==> src/rtl/pe_mac_sequencer_if.sv <==
// Control/handshake bundle between the CU/PE array and the MAC sequencer.
// The master side is the environment (CU, PEs, store path); the slave side is the sequencer.
interface pe_mac_sequencer_if;
  logic       MAC_START;
  logic [1:0] DIMEN;
  logic [3:0] PE_EN;
  logic       OPND_VALID;
  logic       OUT_ACK;
  logic       ABORT;
  logic [3:0] RST_ACC;
  logic [3:0] MAC_CTRL;
  logic [1:0] K_IDX;
  logic [3:0] WRITE_MAT;
  logic [3:0] OUT_READY;
  logic       MAC_DONE;
  logic       BUSY;

  modport master (
    output MAC_START, DIMEN, PE_EN, OPND_VALID, OUT_ACK, ABORT,
    input  RST_ACC, MAC_CTRL, K_IDX, WRITE_MAT, OUT_READY, MAC_DONE, BUSY
  );

  modport slave (
    input  MAC_START, DIMEN, PE_EN, OPND_VALID, OUT_ACK, ABORT,
    output RST_ACC, MAC_CTRL, K_IDX, WRITE_MAT, OUT_READY, MAC_DONE, BUSY
  );
endinterface

==> src/rtl/pe_mac_sequencer.sv <==
// Sequences one MAC command across four PEs: clear, K accumulate steps, pipeline drain,
// result write and store handoff, then a one-cycle MAC_DONE pulse back to the CU.
module pe_mac_sequencer #(
  parameter int unsigned MAC_LAT = 2
) (
  input  logic                CLK,
  input  logic                RSTN,
  pe_mac_sequencer_if.slave   mac
);

  typedef enum logic [2:0] {IDLE, CLEAR, MAC, DRAIN, WRITE, OUT, DONE} state_t;

  localparam logic [2:0] DRAIN_INIT = 3'(MAC_LAT);

  state_t     state;
  logic [1:0] k;
  logic [1:0] k_last;
  logic [3:0] en_q;
  logic [2:0] drain;
  logic [3:0] rst_acc;
  logic [3:0] write_mat;
  logic [3:0] out_ready;
  logic       mac_done;
  logic       busy;

  // Outputs are registered alongside the next state, so each one is valid for exactly
  // the cycles its state occupies. k is kept at 0 outside MAC so it doubles as K_IDX.
  always_ff @(posedge CLK or negedge RSTN) begin
    if (!RSTN) begin
      state     <= IDLE;
      k         <= '0;
      k_last    <= '0;
      en_q      <= '0;
      drain     <= '0;
      rst_acc   <= '0;
      write_mat <= '0;
      out_ready <= '0;
      mac_done  <= 1'b0;
      busy      <= 1'b0;
    end else begin
      // NOTE: single-cycle pulses default low here and are raised only on the transition
      // into their state; non-blocking assignment lets the later case branch override it.
      rst_acc   <= '0;
      write_mat <= '0;
      mac_done  <= 1'b0;
      if (mac.ABORT) begin
        state     <= IDLE;
        k         <= '0;
        en_q      <= '0;
        drain     <= '0;
        out_ready <= '0;
        busy      <= 1'b0;
      end else begin
        unique case (state)
          IDLE: if (mac.MAC_START) begin
            k_last <= mac.DIMEN;
            en_q   <= mac.PE_EN;
            busy   <= 1'b1;
            if (mac.PE_EN == 4'h0) begin
              state    <= DONE;
              mac_done <= 1'b1;
            end else begin
              state   <= CLEAR;
              rst_acc <= mac.PE_EN;
            end
          end
          CLEAR: begin
            k     <= '0;
            state <= MAC;
          end
          MAC: if (mac.OPND_VALID) begin
            if (k == k_last) begin
              k <= '0;
              if (MAC_LAT == 0) begin
                state     <= WRITE;
                write_mat <= en_q;
              end else begin
                state <= DRAIN;
                drain <= DRAIN_INIT;
              end
            end else begin
              k <= k + 2'd1;
            end
          end
          DRAIN: begin
            drain <= drain - 3'd1;
            if (drain == 3'd1) begin
              state     <= WRITE;
              write_mat <= en_q;
            end
          end
          WRITE: begin
            state     <= OUT;
            out_ready <= en_q;
          end
          OUT: if (mac.OUT_ACK) begin
            state     <= DONE;
            out_ready <= '0;
            mac_done  <= 1'b1;
          end
          DONE: begin
            state <= IDLE;
            busy  <= 1'b0;
          end
          default: state <= IDLE;
        endcase
      end
    end
  end

  // MAC_CTRL is the only output that follows OPND_VALID within the cycle.
  assign mac.MAC_CTRL  = (state == MAC) ? (en_q & {4{mac.OPND_VALID}}) : 4'h0;
  assign mac.RST_ACC   = rst_acc;
  assign mac.K_IDX     = k;
  assign mac.WRITE_MAT = write_mat;
  assign mac.OUT_READY = out_ready;
  assign mac.MAC_DONE  = mac_done;
  assign mac.BUSY      = busy;

endmodule

==> src/flat_wrapper.sv <==
// flat-port wrapper written by rule: the top's interface ports become plain ports
module pe_mac_sequencer_flat 
#(
  parameter int unsigned MAC_LAT = 2
)
  (CLK, RSTN, mac_MAC_START, mac_DIMEN, mac_PE_EN, mac_OPND_VALID, mac_OUT_ACK, mac_ABORT, mac_RST_ACC, mac_MAC_CTRL, mac_K_IDX, mac_WRITE_MAT, mac_OUT_READY, mac_MAC_DONE, mac_BUSY);
  pe_mac_sequencer_if mac_i ();
  input  logic CLK;
  input  logic RSTN;
  input wire logic [$bits(mac_i.MAC_START)-1:0] mac_MAC_START;
  input wire logic [$bits(mac_i.DIMEN)-1:0] mac_DIMEN;
  input wire logic [$bits(mac_i.PE_EN)-1:0] mac_PE_EN;
  input wire logic [$bits(mac_i.OPND_VALID)-1:0] mac_OPND_VALID;
  input wire logic [$bits(mac_i.OUT_ACK)-1:0] mac_OUT_ACK;
  input wire logic [$bits(mac_i.ABORT)-1:0] mac_ABORT;
  output wire logic [$bits(mac_i.RST_ACC)-1:0] mac_RST_ACC;
  output wire logic [$bits(mac_i.MAC_CTRL)-1:0] mac_MAC_CTRL;
  output wire logic [$bits(mac_i.K_IDX)-1:0] mac_K_IDX;
  output wire logic [$bits(mac_i.WRITE_MAT)-1:0] mac_WRITE_MAT;
  output wire logic [$bits(mac_i.OUT_READY)-1:0] mac_OUT_READY;
  output wire logic [$bits(mac_i.MAC_DONE)-1:0] mac_MAC_DONE;
  output wire logic [$bits(mac_i.BUSY)-1:0] mac_BUSY;
  assign mac_i.MAC_START = mac_MAC_START;
  assign mac_i.DIMEN = mac_DIMEN;
  assign mac_i.PE_EN = mac_PE_EN;
  assign mac_i.OPND_VALID = mac_OPND_VALID;
  assign mac_i.OUT_ACK = mac_OUT_ACK;
  assign mac_i.ABORT = mac_ABORT;
  assign mac_RST_ACC = mac_i.RST_ACC;
  assign mac_MAC_CTRL = mac_i.MAC_CTRL;
  assign mac_K_IDX = mac_i.K_IDX;
  assign mac_WRITE_MAT = mac_i.WRITE_MAT;
  assign mac_OUT_READY = mac_i.OUT_READY;
  assign mac_MAC_DONE = mac_i.MAC_DONE;
  assign mac_BUSY = mac_i.BUSY;
  pe_mac_sequencer #(.MAC_LAT(MAC_LAT)) u_core (.CLK(CLK), .RSTN(RSTN), .mac(mac_i));
endmodule
==> config.mk <==
export PLATFORM = sky130hd
export DESIGN_NAME = pe_mac_sequencer_flat
export DESIGN_NICKNAME = d
export VERILOG_FILES = /design/src/rtl/pe_mac_sequencer_if.sv /design/src/rtl/pe_mac_sequencer.sv /design/src/flat_wrapper.sv
export SDC_FILE = /design/constraint.sdc
export NUM_CORES = 1
export LEC_CHECK = 0
export ABC_AREA = 1
export CAP_MARGIN = 10
export CORE_MARGIN = 2
export CORE_UTILIZATION = 45
export DETAILED_ROUTE_END_ITERATION = 10
export GPL_ROUTABILITY_DRIVEN = 0
export PLACE_DENSITY = 0.75
export SKIP_CTS_REPAIR_TIMING = 1
export SYNTH_ARGS = -nofsm -noshare
export SYNTH_HDL_FRONTEND = slang
export SYNTH_SLANG_ARGS = --single-unit
==> constraint.sdc <==
create_clock -name CLK -period 1.23 [get_ports CLK]
set_input_delay 0.1845 -clock CLK [delete_from_list [all_inputs] [get_ports CLK]]
set_output_delay 0.1845 -clock CLK [all_outputs]
set_load 0.01 [all_outputs]
==> results of run 1 <==
==> worst reg2reg max path, stage by stage (launching register included) <==
cell,delay [ps]
sky130_fd_sc_hd__dfrtp_1,440
sky130_fd_sc_hd__buf_6,130
sky130_fd_sc_hd__buf_12,140
sky130_fd_sc_hd__clkinv_8,50
sky130_fd_sc_hd__nand2_4,40
sky130_fd_sc_hd__nor2_4,180
sky130_fd_sc_hd__nand3_4,120
sky130_fd_sc_hd__buf_6,160
sky130_fd_sc_hd__o22ai_2,140
==> Yosys cell counts (2+ instances only) <==
cell type / count
sky130_fd_sc_hd__nand2_1: 45
sky130_fd_sc_hd__dfrtp_1: 28
sky130_fd_sc_hd__nor2_1: 28
sky130_fd_sc_hd__inv_1: 20
sky130_fd_sc_hd__nand3_1: 14
sky130_fd_sc_hd__o21ai_1: 7
sky130_fd_sc_hd__nor2_2: 5
sky130_fd_sc_hd__buf_6: 4
sky130_fd_sc_hd__inv_2: 4
sky130_fd_sc_hd__o22ai_1: 4
sky130_fd_sc_hd__a21oi_1: 3
sky130_fd_sc_hd__a21oi_2: 3
sky130_fd_sc_hd__nand4_1: 3
sky130_fd_sc_hd__ha_1: 2
sky130_fd_sc_hd__nand2_2: 2
sky130_fd_sc_hd__nand3_2: 2
sky130_fd_sc_hd__o21ai_0: 2
==> report_power, final <==
part	internal [W]	switching (W)	leakage (nW)
Combinational	0.000941	0.00115	0.953
Sequential	0.00109	0.000108	0.374
Clock	0.000330	0.000273	0.0279
Total	0.00236	0.00153	1.36
==> registers in the layout, summed over array words and instances (netlist names) <==
name,flops
u_core.mac.MAC_DONE,1
u_core.mac.WRITE_MAT,4
u_core.k_last,2
u_core.state,3
u_core.en_q,4
u_core.drain,3
u_core.mac.BUSY,1
u_core.mac.K_IDX,2
u_core.mac.OUT_READY,4
u_core.mac.RST_ACC,4
==> stage by stage <==
| step | std cells | setup TNS, ps | instance area [µm²] |
|---|---|---|---|
| after global placement | 279 | -4580 | 1980 |
| after CTS | 283 | -7750 | 2030 |
| after detailed placement | 279 | -4960 | 1980 |
| after global routing | 290 | -6490 | 2360 |
| final | 290 | -4600 | 2360 |
| after floorplan | 183 | 0 | 1460 |
==> kinds of logic (layout without fill, tap and decap cells) <==
family                   Yosys count  in the layout
XOR/XNOR                           1              1
AND/OR/NAND/NOR                  101            101
AO/OA/AOI/OAI                     21             21
adder cells (fa/ha/maj)            2              2
flip-flops                        28             28
buffers and inverters             30             93
==> worst paths after layout <==
check	cells after the start	slack (ps)	endpoint
min in group CLK	3	460	u_core.k_last[1]
worst min register to register	2	550	u_core.mac.OUT_READY[3]
worst min-delay path	2	180	u_core.k_last[0]
worst max register to register	8	-230	u_core.en_q[2]
max in group asynchronous	2	890	u_core.mac.K_IDX[0]
worst max-delay path	4	-400	mac_MAC_CTRL[1]
==> layout make-up <==
cell class	instances	area [µm²]
flip-flops and latches	28	702
inverters	25	111
clock buffers	3	22.5
clock inverters	1	30.0
well taps	44	55.1
multi-input cells	125	822
fillers	216	721
repair buffers	64	614
==> layer usage <==
metal	track usage (%)	share of wire, %
met5	0	0
met4	5.28	1.5
met3	4.26	3.9
met2	36.4	54
met1	23.8	40
==> flow_summary_export.csv, run 1 <==
group,metric,value,unit
timing,holdWs,184,ps
synth,synth.net_count,197,
finish,final_nets,261,
worst_setup_path,worstReg2RegStart,"u_core.state[1]",
synth,dominantRegCellSynth,"sky130_fd_sc_hd__dfrtp_1",
detailed_routing,detail-route-antenna-nets,0,
detailed_routing,vias_per_cell,4.99,
timing,grt_setup_unrepaired,"true",
finish,mostFrequentLayoutCell,"sky130_fd_sc_hd__nand2_1",
synth,postSynthCellCount,183,
worst_hold_path,hold_path.class,"primary input to async pin",
synth,cell_types_with_the_largest_area_share_after_synthesis,"sky130_fd_sc_hd__dfrtp_1 48%, sky130_fd_sc_hd__nand2_1 12%, sky130_fd_sc_hd__nor2_1 7.2%, sky130_fd_sc_hd__inv_1 5.2%, sky130_fd_sc_hd__nand3_1 4.8%",
cts,clk-insertion-delay-late,330,ps
floorplan,core,0.00308,mm²
worst_setup_path,cp_num_buf_inv,2,
global_route,groute.usage.overall,20.0,%
status,status,"finished with violations",
floorplan,die_x,60.9,µm
cts,ctsRootBufferMaster,"sky130_fd_sc_hd__clkbuf_4",
worst_setup_path,crit_path_max_incr_delay,430,ps
global_route,global_route_wire_length_before_repair,5.58,mm
pwr,cellLeakagePower,1.36,nW
synth,combinational_family_with_the_most_area_after_synthesis,"simple AND/OR/NAND/NOR gates",
global_route,largest_net_degree_at_the_start_of_global_routing,29,
finish,utilization_after_layout,76.6,%
synth,synth_enable_flop_cells,0,
timing,worst_slew_margin_relative_to_its_limit,81.8,%
place,preCtsSetupSlack,-587,ps
worst_setup_path,cp_capture_type,"primary output",
place,port_buffers,31,
worst_setup_path,timing.critical_path.from_type,"flip-flop",
worst_setup_path,critPathArrivalTime,1440,ps
timing,clock.fmax,0.614,GHz
synth,share_of_synthesized_cell_area_in_and_or_nand_and_nor_gates,30.6,%
worst_setup_path,worst-setup-path-type,"flip-flop to primary output",
synth,ffs_w_async_s_r_synth,100,%
timing,hold_viol,0,
global_route,overflow,0,
synth,synthXorXnorAreaFrac,0.601,%
global_route,antenna_found_initial,0,
worst_setup_path,critical_path_peak_fanout,5,
cts,numCtsBuffers,3,
finish,area_delta_synth_final,61.9,%
synth,synthAdderAreaFrac,1.72,%
pwr,overall_power_after_layout,0.00389,W
worst_setup_path,timing.critical_path.from,"u_core.state[0]",
detailed_routing,drtIter0Drc,35,
timing,setup_slack,-399,ps
finish,final_cell_mix,"34 x sky130_fd_sc_hd__nand2_1, 27 x sky130_fd_sc_hd__dfrtp_1, 26 x sky130_fd_sc_hd__buf_4",
synth,yosysWarnings,0,
cts,number_of_sinks_handled_by_clock_tree_synthesis,28,
place,detailed_place_hpwl,2.50,mm
synth,synth_compound_area_share,8.76,%
timing,skew,3.89,ps
worst_setup_path,crit_chain,"inv_2, nand4_1, nor2_1, buf_2",
synth,post-synth-top-area-cell,"sky130_fd_sc_hd__dfrtp_1",
synth,syn_avg_cell_area,7.96,µm²
floorplan,design.die.area,0.00371,mm²
pwr,vdd_ir_drop_max,1840,µV
pwr,power_per_cell_area,1650,mW/mm²
floorplan,die_h,60.9,µm
timing,fin_crit_sh,132,%
cts,path_clk_slew,150,ps
worst_setup_path,worstPathRequired,1050,ps
cts,clk_path_buf_depth,2,
floorplan,floorplan.rows,20,
cts,tritoncts_clock_tree,"built",
synth,ys_ff_latch,28,
synth,synth_cell_types,24,
finish,antenna_cells,0,
timing,final_max_slew_viols,0,
floorplan,start_util,47.3,%
job,max_cap_violations,0,
detailed_routing,post_drt_wl_per_cell,13.6,µm
cts,cts_htree_levels,1,
detailed_routing,drc,0,
finish,final_layout_size_suffix_gt1_share,39.0,%
synth,synth_area,0.00146,mm²
synth,synth_mux_area_share,0,%
worst_setup_path,worst_path_max_delay_cell,"sky130_fd_sc_hd__dfrtp_1",
timing,worst-slew-pin-transition,272,ps
detailed_routing,drt-pass1-iter-count,7,
floorplan,floorplan.io_pins,32,
synth,synth_top_area_share,48.1,%
detailed_routing,dr_total_vias,1446,
timing,period_minus_slack,1630,ps
status,failed_checks,"setup timing",
global_route,via_count_of_the_first_global_routing_pass,1349,
worst_setup_path,critPathTopFamily,"simple AND/OR/NAND/NOR gates",
detailed_routing,route.final.wire_length,3.94,mm
timing,finalSetupViolations,28,
synth,ys_seq_area_share,48.1,%
Power figures use the tool's default switching activity.
==> inputs of run 2 (changes only) <==
--- a/config.mk
+++ b/config.mk
@@ -9,6 +9,8 @@
 export CAP_MARGIN = 10
 export CORE_MARGIN = 2
 export CORE_UTILIZATION = 45
+export CTS_CLUSTER_DIAMETER = 40
+export CTS_CLUSTER_SIZE = 8
 export DETAILED_ROUTE_END_ITERATION = 10
 export GPL_ROUTABILITY_DRIVEN = 0
 export PLACE_DENSITY = 0.75
==> results of run 2 <==
The final DEF is identical to that of run 1; final timing and power are the same.
==> inputs of run 3 (changes only) <==
--- a/config.mk
+++ b/config.mk
@@ -13,6 +13,7 @@
 export CTS_CLUSTER_SIZE = 8
 export DETAILED_ROUTE_END_ITERATION = 10
 export GPL_ROUTABILITY_DRIVEN = 0
+export GPL_TIMING_DRIVEN = 0
 export PLACE_DENSITY = 0.75
 export SKIP_CTS_REPAIR_TIMING = 1
 export SYNTH_ARGS = -nofsm -noshare
==> run 3 against run 2 <==
Against the previous run: the run still ends with setup timing left; worst setup slack worse by 110 ps; critical endpoint is now mac_MAC_CTRL[2]; combinational power down 16%; critical path type unchanged; critical path depth up 1.
==> flow_summary_export.csv, run 3 (synthesized netlist as in run 1, its figures left out) <==
group,metric,value,unit
cts,number_of_sinks_handled_by_clock_tree_synthesis,28,
worst_setup_path,crit_chain,"inv_4, nand4_1, buf_4, nor2_2, buf_2",
floorplan,floorplan.io_pins,32,
place,detailed_place_hpwl,2.29,mm
status,status,"finished with violations",
global_route,grt_util_met3,2.56,%
worst_setup_path,worst-setup-path-type,"flip-flop to primary output",
finish,utilization_after_layout,70.9,%
worst_setup_path,timing.critical_path.from,"u_core.state[0]",
worst_setup_path,timing.critical_path.from_type,"flip-flop",
cts,clk-insertion-delay-late,340,ps
floorplan,core,0.00308,mm²
detailed_routing,dr_total_vias,1386,
timing,worst-slew-pin-transition,562,ps
finish,area_delta_synth_final,49.8,%
finish,mostFrequentLayoutCell,"sky130_fd_sc_hd__nand2_1",
worst_setup_path,worst_path_max_delay_cell,"sky130_fd_sc_hd__dfrtp_2",
timing,grt_setup_unrepaired,"true",
cts,tritoncts_clock_tree,"built",
worst_setup_path,critical_path_peak_fanout,5,
timing,clock.fmax,0.575,GHz
cts,path_clk_slew,160,ps
worst_setup_path,cp_capture_type,"primary output",
detailed_routing,drt-pass1-iter-count,4,
global_route,via_count_of_the_first_global_routing_pass,1259,
worst_setup_path,worstPathRequired,1050,ps
timing,fin_setup_tns,-2980,ps
worst_hold_path,hold_path.class,"primary input to async pin",
global_route,global_route_wire_length_before_repair,5.22,mm
cts,numCtsBuffers,3,
global_route,groute.usage.overall,19.0,%
timing,hold_viol,0,
timing,period_minus_slack,1740,ps
global_route,overflow,0,
global_route,groute.layer.met1.usage,24.8,%
detailed_routing,route.final.wire_length,3.52,mm
pwr,cellLeakagePower,1.29,nW
worst_setup_path,worstReg2RegStart,"u_core.state[0]",
worst_setup_path,crit_path_max_incr_delay,490,ps
place,dpl_cell_area,0.00182,mm²
finish,final_nets,252,
worst_setup_path,critPathArrivalTime,1560,ps
floorplan,die_x,60.9,µm
timing,worst_slew_margin_relative_to_its_limit,62.4,%
finish,final_layout_size_suffix_gt1_share,31.6,%
place,preCtsSetupSlack,-565,ps
job,max_cap_violations,0,
pwr,power_per_cell_area,1650,mW/mm²
cts,ctsRootBufferMaster,"sky130_fd_sc_hd__clkbuf_4",
detailed_routing,vias_per_cell,4.93,
detailed_routing,post_drt_wl_per_cell,12.5,µm
global_route,antenna_found_initial,0,
status,failed_checks,"setup timing",
timing,fin_crit_sh,141,%
floorplan,die_h,60.9,µm
timing,setup_slack,-510,ps
pwr,vdd_ir_drop_max,1070,µV
detailed_routing,detail-route-antenna-nets,0,
floorplan,start_util,47.3,%
detailed_routing,drtIter0Drc,41,
cts,clk_path_buf_depth,2,
finish,finalInstanceArea,0.00218,mm²
timing,finalSetupViolations,24,
place,port_buffers,31,
detailed_routing,drc,0,
finish,antenna_cells,0,
global_route,groute.layer.met2.usage,33.0,%
floorplan,floorplan.rows,20,
finish,final_cell_mix,"38 x sky130_fd_sc_hd__nand2_1, 27 x sky130_fd_sc_hd__dfrtp_1, 22 x sky130_fd_sc_hd__nor2_1",
global_route,largest_net_degree_at_the_start_of_global_routing,29,
global_route,global_route.peak_usage_layer,"met2",
timing,final_max_slew_viols,0,
floorplan,design.die.area,0.00371,mm²
timing,skew,11.3,ps
cts,cts_htree_levels,1,
run 3: report_power, final:
part / internal, W / leakage [nW] / switching (W)
combinational: 0.000781 / 0.888 / 0.000983
clock: 0.000330 / 0.0279 / 0.000294
sequential: 0.00109 / 0.374 / 0.000127
total: 0.00220 / 1.29 / 0.00140
run 3: stage by stage:
step / hold WS, ps / std cells / total power [W]
final: 175 / 281 / 0.00360
after global routing: 206 / 281 / 0.00384
after CTS: 410 / 262 / 0.00308
after detailed placement: 479 / 258 / 0.00247
after global placement: 476 / 258 / 0.00245
after floorplan: -111 / 183 / 0.00212
run 3: path summary, 6_finish.rpt:
check                      cells after the start                      end  slack (ps)
setup / recovery                               5          mac_MAC_CTRL[2]        -510
hold / removal                                 1      u_core.mac.K_IDX[0]         180
setup reg to reg                               8          u_core.state[2]        -120
hold reg to reg                                2          u_core.drain[1]         520
max in group asynchronous                      2  u_core.mac.WRITE_MAT[3]         570
min in group CLK                               2      u_core.mac.MAC_DONE         230
run 3: layout make-up:
class	count	area, µm²
clock buffers	3	22.5
plain buffers	5	53.8
multi-input cells	125	713
fillers	249	896
flip-flops and latches	28	702
clock inverters	1	30.0
well taps	44	55.1
repair buffers	50	499
inverters	25	106
run 3: per-layer routing:
layer	routed length [µm]	part of all wire [%]
met2	1850	53
met3	119	3.4
met1	1460	42
met4	87	2.5
met5	0	0
run 3: worst max-delay path: cells and delay by family (launching register included):
kind | cells | cell delay [ps]
buffers and inverters | 3 | 440
flip-flops | 1 | 490
AND/OR/NAND/NOR | 2 | 280
